<file path="config.mk">
export PLATFORM = sky130hd
export DESIGN_NAME = mem_port_arbiter
export DESIGN_NICKNAME = d
export VERILOG_FILES = /design/src/rtl/mem_port_arbiter.sv
export SDC_FILE = /design/constraint.sdc
export NUM_CORES = 1
export LEC_CHECK = 0
export CORE_AREA = 4 4 100 102
export CTS_BUF_LIST = sky130_fd_sc_hd__clkbuf_2
export DETAILED_ROUTE_END_ITERATION = 6
export DIE_AREA = 0 0 104 106
export DONT_BUFFER_PORTS = 1
export PLACE_DENSITY = 0.76
export SYNTH_ARGS = -nofsm -noshare
export SYNTH_HDL_FRONTEND = slang
export SYNTH_SLANG_ARGS = --single-unit
</file>
<file path="constraint.sdc">
create_clock -name clk -period 2.4 [get_ports clk]
set_clock_uncertainty 0.05 [all_clocks]
set_input_delay 0.24 -clock clk [delete_from_list [all_inputs] [get_ports clk]]
set_output_delay 0.24 -clock clk [all_outputs]
set_load 0.02 [all_outputs]
</file>
<file path="src/rtl/mem_port_arbiter.sv">
// Shares one single-port synchronous memory between the fetch port and the load/store port.
// Accesses are serialised in order; data has priority, a starvation counter guarantees fetch progress.
module mem_port_arbiter #(
  parameter int MEM_LAT    = 1,
  parameter int STARVE_MAX = 4
) (
  input  logic        clk,
  input  logic        rst,
  input  logic        if_req,
  input  logic [31:0] if_addr,
  output logic [31:0] if_rdata,
  output logic        if_valid,
  output logic        if_stall,
  input  logic        d_req,
  input  logic        d_we,
  input  logic [31:0] d_addr,
  input  logic [31:0] d_wdata,
  output logic [31:0] d_rdata,
  output logic        d_valid,
  output logic        d_stall,
  output logic        mem_ce,
  output logic        mem_we,
  output logic [31:0] mem_addr,
  output logic [31:0] mem_wdata,
  input  logic [31:0] mem_rdata
);

  localparam logic [1:0] WAIT_INIT  = 2'(MEM_LAT - 1);
  localparam logic [3:0] STARVE_LIM = 4'(STARVE_MAX);

  typedef enum logic [1:0] {S_IDLE, S_ISSUE, S_WAIT, S_DONE} state_t;

  state_t      r_state;
  state_t      w_state_next;
  logic        r_owner_d;
  logic        r_we;
  logic [31:0] r_addr;
  logic [31:0] r_wdata;
  logic [1:0]  r_wait_cnt;
  logic [3:0]  r_starve;
  logic [31:0] r_if_rdata;
  logic [31:0] r_d_rdata;

  logic w_arb_en;
  logic w_d_elig;
  logic w_if_elig;
  logic w_starved;
  logic w_grant_d;
  logic w_grant_if;
  logic w_grant;

  // In DONE the port that just completed is excluded, so the other side gets a turn.
  always_comb begin
    w_arb_en   = (r_state == S_IDLE) || (r_state == S_DONE);
    w_d_elig   = d_req  && !((r_state == S_DONE) &&  r_owner_d);
    w_if_elig  = if_req && !((r_state == S_DONE) && !r_owner_d);
    w_starved  = w_if_elig && (r_starve == STARVE_LIM);
    w_grant_d  = w_arb_en && w_d_elig && !w_starved;
    w_grant_if = w_arb_en && w_if_elig && !w_grant_d;
    w_grant    = w_grant_d || w_grant_if;
  end

  always_ff @(posedge clk) begin
    if (!rst) begin
      r_state <= S_IDLE;
    end else begin
      r_state <= w_state_next;
    end
  end

  always_comb begin
    w_state_next = r_state;
    mem_ce       = 1'b0;
    mem_we       = 1'b0;
    if_valid     = 1'b0;
    d_valid      = 1'b0;
    unique case (r_state)
      S_IDLE:  if (w_grant) w_state_next = S_ISSUE;
      S_ISSUE: begin
        mem_ce       = 1'b1;
        mem_we       = r_we;
        w_state_next = S_WAIT;
      end
      S_WAIT:  if (r_wait_cnt == 2'd0) w_state_next = S_DONE;
      S_DONE:  begin
        if_valid     = !r_owner_d;
        d_valid      =  r_owner_d;
        w_state_next = w_grant ? S_ISSUE : S_IDLE;
      end
      default: w_state_next = S_IDLE;
    endcase
  end

  always_ff @(posedge clk) begin
    if (!rst) begin
      r_owner_d  <= 1'b0;
      r_we       <= 1'b0;
      r_addr     <= '0;
      r_wdata    <= '0;
      r_wait_cnt <= '0;
      r_starve   <= '0;
      r_if_rdata <= '0;
      r_d_rdata  <= '0;
    end else begin
      if (w_grant) begin
        r_owner_d <= w_grant_d;
        r_addr    <= w_grant_d ? d_addr : if_addr;
        r_we      <= w_grant_d && d_we;
      end
      if (w_grant_d) begin
        r_wdata <= d_wdata;
      end
      // Only data grants made while fetch is waiting count towards starvation.
      if (w_grant_if) begin
        r_starve <= '0;
      end else if (w_grant_d && if_req && (r_starve != STARVE_LIM)) begin
        r_starve <= r_starve + 4'd1;
      end
      if (r_state == S_ISSUE) begin
        r_wait_cnt <= WAIT_INIT;
      end else if ((r_state == S_WAIT) && (r_wait_cnt != 2'd0)) begin
        r_wait_cnt <= r_wait_cnt - 2'd1;
      end
      if ((r_state == S_WAIT) && (r_wait_cnt == 2'd0) && !r_we) begin
        if (r_owner_d) begin
          r_d_rdata <= mem_rdata;
        end else begin
          r_if_rdata <= mem_rdata;
        end
      end
    end
  end

  assign mem_addr  = r_addr;
  assign mem_wdata = r_wdata;
  assign if_rdata  = r_if_rdata;
  assign d_rdata   = r_d_rdata;
  // Stalls are held low while reset is asserted so every output reads 0 in reset.
  assign if_stall  = rst && if_req && !if_valid;
  assign d_stall   = rst && d_req  && !d_valid;

endmodule

</file>
==> After elaboration in Yosys (flattened, before gate mapping) <==
Cells that the tools add are included.
{ "totals": {"regBits": 138, "in_bits": 133, "word_cells": 66} }
{ "op_classes": {"add_sub_neg": 2, "eq_ne": 7, "muxes": 9, "bitwise_logic": 2, "n_reduce_logical": 37} }
{ "ops": {"columns": ["op", "n"], "rows": [
  ["$mux 32", 1],
  ["$logic_and 1x1->1", 19],
  ["$logic_not 1->1", 8],
  ["$pmux 2 s4", 1],
  ["$reduce_and 2->1", 3],
  ["$mux 1", 5],
  ["$add 4x1->4 const B", 1],
  ["$eq 2x2->1 const B", 2],
  ["$eq 4x3->1 const B", 1],
  ["$logic_not 2->1", 2],
  ["$mux 2", 2],
  ["$ne 2x2->1 const B", 2],
  ["$ne 4x3->1 const B", 1],
  ["$reduce_or 2->1", 2],
  ["$eq 2x1->1 const B", 1],
  ["$logic_or 1x1->1", 2],
  ["$not 1->1", 2],
  ["$reduce_bool 2->1", 1],
  ["$sub 2x1->2 const B", 1]
]} }

==> Logic depth before layout (Yosys ltp) <==
{ "logic_depth": {"ltp_word": 12, "ltp_mapped": 8, "mapped_depth_nobuf": 6} }

==> Worst setup path after synthesis <==
OpenSTA, ideal clock, no wires.
{ "synth_path": {"path_kind": "reg-to-reg", "startpoint": "register r_state[0]", "endpoint": "register r_wdata[14] (netlist: mem_wdata[14])", "setup_ps": 132, "arrival_ps": 1674, "slack_ps": 544, "path_stages_with_launch": 9, "path_buffers": 3, "period_less_slack_ps": 1856, "cell_sequence": "dfxtp_1 inv_1 ha_1 buf_2 or2_1 buf_2 clkbuf_1 o21ai_0 a21oi_1"} }
{ "synth_between": {"elab_chain_len": 7, "word_cells_on_any_way": 13, "cone_classes": "1 x eq/ne; 12 x reduce/logical"} }
{ "synth_lines": {"columns": ["item", "line_no", "source"], "rows": [
  ["start: declaration", "33", "state_t r_state;"],
  ["start signal: assignment", "67", "r_state <= w_state_next;"],
  ["$eq 2x2->1", "54, 55, 56", null],
  ["$logic_and 1x1->1", "56", "w_if_elig = if_req && !((r_state == S_DONE) && !r_owner_d);"],
  ["$logic_not 1->1", "56", null],
  ["$logic_and 1x1->1", "56", null],
  ["$logic_and 1x1->1", "57", "w_starved = w_if_elig && (r_starve == STARVE_LIM);"],
  ["$logic_not 1->1", "58", "w_grant_d = w_arb_en && w_d_elig && !w_starved;"],
  ["$logic_and 1x1->1 *", "58", null],
  ["end signal: assignment", "111", "r_wdata <= d_wdata;"],
  ["end: declaration", "38", "logic [31:0] r_wdata;"]
]} }
Mark *: on every way between the ends. The rest lies on a longest branch, timed or not.
A chain may end at the register's enable or synchronous reset.

==> Final worst setup path <==
{ "layout_path": {"startpoint": "register r_state[1]", "endpoint": "output port if_stall"} }
{ "layout_between": {"elab_chain_len": 4} }
{ "layout_lines": {"columns": ["item", "line_no", "source"], "rows": [
  ["$eq 2x2->1", "77", "unique case (r_state)"],
  ["$mux 1", "77", null],
  ["net if_valid", "12", "output logic if_valid,"],
  ["$logic_not 1->1", "139", "assign if_stall = rst && if_req && !if_valid;"],
  ["$logic_and 1x1->1", "139", null],
  ["end: declaration", "13", "output logic if_stall,"]
]} }
The timed path passes the listed nets, and every way through them passes these cells.

==> results.tsv <==
stage	metric	value	unit
clocking	root_buffer	clkbuf_2	
cells_and_area	area_delta_synth_final	30.9	%
detailed_routing	dr.first_iter.drc_count	586	
floorplan	initial_core_util	60.5	%
clocking	htree_levels	4	
pwr	ir_drop	678	uV
sta	fmax	0.432	GHz
cells_and_area	fin_area	7210	sq um
sta	tightest_slew	1.12	ns
detailed_routing	vias	5912	
setup_path	cp-end-kind	primary output	
place	dp_cells	757	
floorplan	dieWidth	104	um
detailed_routing	avgViaCountPerCell	6.36	
sta	hold_slack	0.0804	ns
cells_and_area	utilization	79.2	%
place	gp_congestion	0.848	
setup_path	r2r_setup_slack	0.14	ns
setup_path	regToRegEndpoint	d_rdata[9]$_SDFFE_PN0P_	
synthesis	synth_commonest_cells	138 x dfxtp_1, 131 x nand2_1, 130 x a21oi_1	
synthesis	synth_area	5510	sq um
sta	max-slew-margin-rel	25.0	%
detailed_routing	wire_per_inst	20.7	um
global_route	grt_pass1_wl	30.3	mm
synthesis	yosysMostFrequentCell	dfxtp_1	
pwr	power_density	947	nW/um^2
floorplan	std_cell_rows	35	
clocking	clock-sinks	138	
worst_hold_path	hold_path_end	r_state[0]$_SDFFE_PN0P_	
sta	hold_viol	0	
synthesis	yosysSeqAreaShare	50.1	%
run_status	run_status	completed	
floorplan	die_h	106	um
sta	rsz0062_at_grt	no	
synthesis	postSynthRegisterBits	138	
synthesis	avgSynthCellArea	7.99	sq um
floorplan	ios	267	
cells_and_area	fin_nets	944	
floorplan	fp.dieArea	11000	sq um
worst_hold_path	hold_class	primary input to flip-flop	
synthesis	synth_warnings	0	
sta	fin_tns_setup	0	ns
setup_path	startpoint_type	flip-flop	
detailed_routing	drt-pass1-iter-count	5	
clocking	clk_latency	0.65	ns
synthesis	ys_types	41	
global_route	groute.usage.overall	33.9	%
setup_path	path_max_fanout	6	
synthesis	synth_area_leaders	dfxtp_1 50%, a21oi_1 12%, nand2_1 8.9%	
sta	finalCritPeriodShare	96.5	%
detailed_routing	antenna_left	0	
worst_hold_path	holdPathStages	3	
place	port_buffers	0	
place	hpwl	10.7	mm
pwr	p_leak	2.58	nW
global_route	antenna_found_initial	1	
sta	finalMaxSlewViolations	0	
place	dpl_cell_area	5540	sq um
global_route	grt_max_degree	65	
synthesis	synth_edf_count	0	
synthesis	synth_flop_cell	dfxtp_1	
clocking	cts_tree	done	
synthesis	async_reset_ff_share	0	%
setup_path	critPathKind	flip-flop to primary output	
flow_run	maxCapViolCount	0	
setup_path	worstRegToRegCells	8	
cells_and_area	layout.cells.non_filler	929	
clocking	clk_path_buf_depth	2	
sta	fin_crit	2.32	ns
synthesis	synth_top_area_cell	dfxtp_1	
synthesis	netlist_instances	690	
synthesis	synthesis.nets	830	
global_route	overflow	0	
setup_path	arrival	2.03	ns
worst_hold_path	hp-start	d_req	
cells_and_area	layout-drive-gt1-share	8.08	%
clocking	cts_made_buffers	17	
clocking	cts.clk_slew.worst_paths	0.20	ns
detailed_routing	drc	0	
detailed_routing	drt_wl_total	19.2	mm
global_route	grt_pass1_vias	6016	
sta	setup_viol	0	
floorplan	coreArea	9110	sq um
setup_path	r2r-start	r_state[0]$_SDFFE_PN0P_	
setup_path	required	2.11	ns
synthesis	yosysTopAreaCellShare	50.1	%
[cell type report]
class                   count  area [sq um]
diodes                      1          2.50
clock buffers              19          95.1
clock inverters            13           179
fillers                   600          1900
inverters                  10          37.5
multi-input cells         477          2440
flip-flops and latches    138          2760
well taps                 111           139
repair buffers            160          1550
[critical path: stages (launching register included)]
cell,delay (ns)
dfxtp_1,0.49
ha_2,0.31
nand2b_1,0.14
inv_2,0.18
nor3_1,0.08
buf_4,0.18
[routing by layer]
layer	global-route usage (%)	vias up	share of wire [%]	wire, um
met2	59.5	419	51	9890
met5	0	-	0	0
met3	11.1	92	9.8	1880
met1	35.8	2778	34	6510
li1	-	2623	-	-
met4	19.1	0	5.0	963
[through the flow]
stage	setup slack, ns	power [mW]
after global placement	0.441	4.90
after CTS	0.0129	6.68
after detailed placement	0.351	4.98
after global routing	0.0144	7.15
final	0.0850	6.83
after floorplan	0.544	4.60
[state kept, by name (all words and copies together) (netlist names)]
register / count
mem_addr: 32
r_starve: 4
mem_wdata: 32
d_rdata: 32
r_owner_d: 1
r_state: 2
r_we: 1
if_rdata: 32
r_wait_cnt: 2
[power by group]
group,internal (mW),switching (mW)
combinational,0.700,1.15
clock,0.621,0.902
sequential,2.68,0.768
[cells by family (layout without fill, tap and decap cells)]
| family | count (synthesis) | in the layout | synth area share [%] |
|---|---|---|---|
| AO/OA/AOI/OAI | 270 | 270 | 26.2 |
| flip-flops | 138 | 138 | 50.1 |
| adder cells (fa/ha/maj) | 7 | 7 | 1.59 |
| other | 0 | 1 | 0 |
| XOR/XNOR | 3 | 3 | 0.477 |
| buffers and inverters | 75 | 202 | 5.97 |
| multiplexers | 2 | 2 | 0.363 |
| AND/OR/NAND/NOR | 195 | 195 | 15.2 |
[how the worst max path moves through the flow]
stage | depth (start not counted) | start | slack (ns) | to
after floorplan | 8 | r_state[0]$_SDFFE_PN0P_ | 0.54 | mem_wdata[14]$_SDFFE_PN0P_
final | 5 | r_state[1]$_SDFFE_PN0P_ | 0.08 | if_stall
after global placement | 6 | r_state[0]$_SDFFE_PN0P_ | 0.44 | r_starve[3]$_SDFFE_PP0P_
after detailed placement | 5 | r_state[1]$_SDFFE_PN0P_ | 0.35 | r_starve[1]$_SDFFE_PP0P_
after global routing | 5 | r_state[1]$_SDFFE_PN0P_ | 0.01 | if_stall
after CTS | 5 | r_state[1]$_SDFFE_PN0P_ | 0.01 | if_stall
[cell usage in the layout, fill, tap and decap left out, drive strengths merged, types with 2 or more instances in the layout]
| master | netlist | layout |
|---|---|---|
| clkinv | 0 | 2 |
| a211oi | 2 | 2 |
| o21ai | 97 | 97 |
| a21oi | 130 | 130 |
| inv | 10 | 17 |
| buf | 17 | 23 |
| clkbuf | 48 | 19 |
| nor3 | 3 | 3 |
| nor4 | 2 | 2 |
| nand3 | 35 | 35 |
| xnor2 | 3 | 3 |
| nand2 | 131 | 131 |
| ha | 7 | 7 |
| mux2i | 2 | 2 |
| nor2 | 12 | 12 |
| a31oi | 32 | 32 |
| nand2b | 2 | 2 |
| dlygate4sd3 | 0 | 137 |
| dfxtp | 138 | 138 |
| a22oi | 2 | 2 |
| bufinv | 0 | 3 |
| and2 | 2 | 2 |
[repair_timing]
item                                   CTS  global route
setup endpoints to repair                1             5
hold buffers                           137             0
resized for setup                        1             3
setup buffers                            0             2
endpoints found under the hold margin  138             0
(Power assumes the default switching activity.)
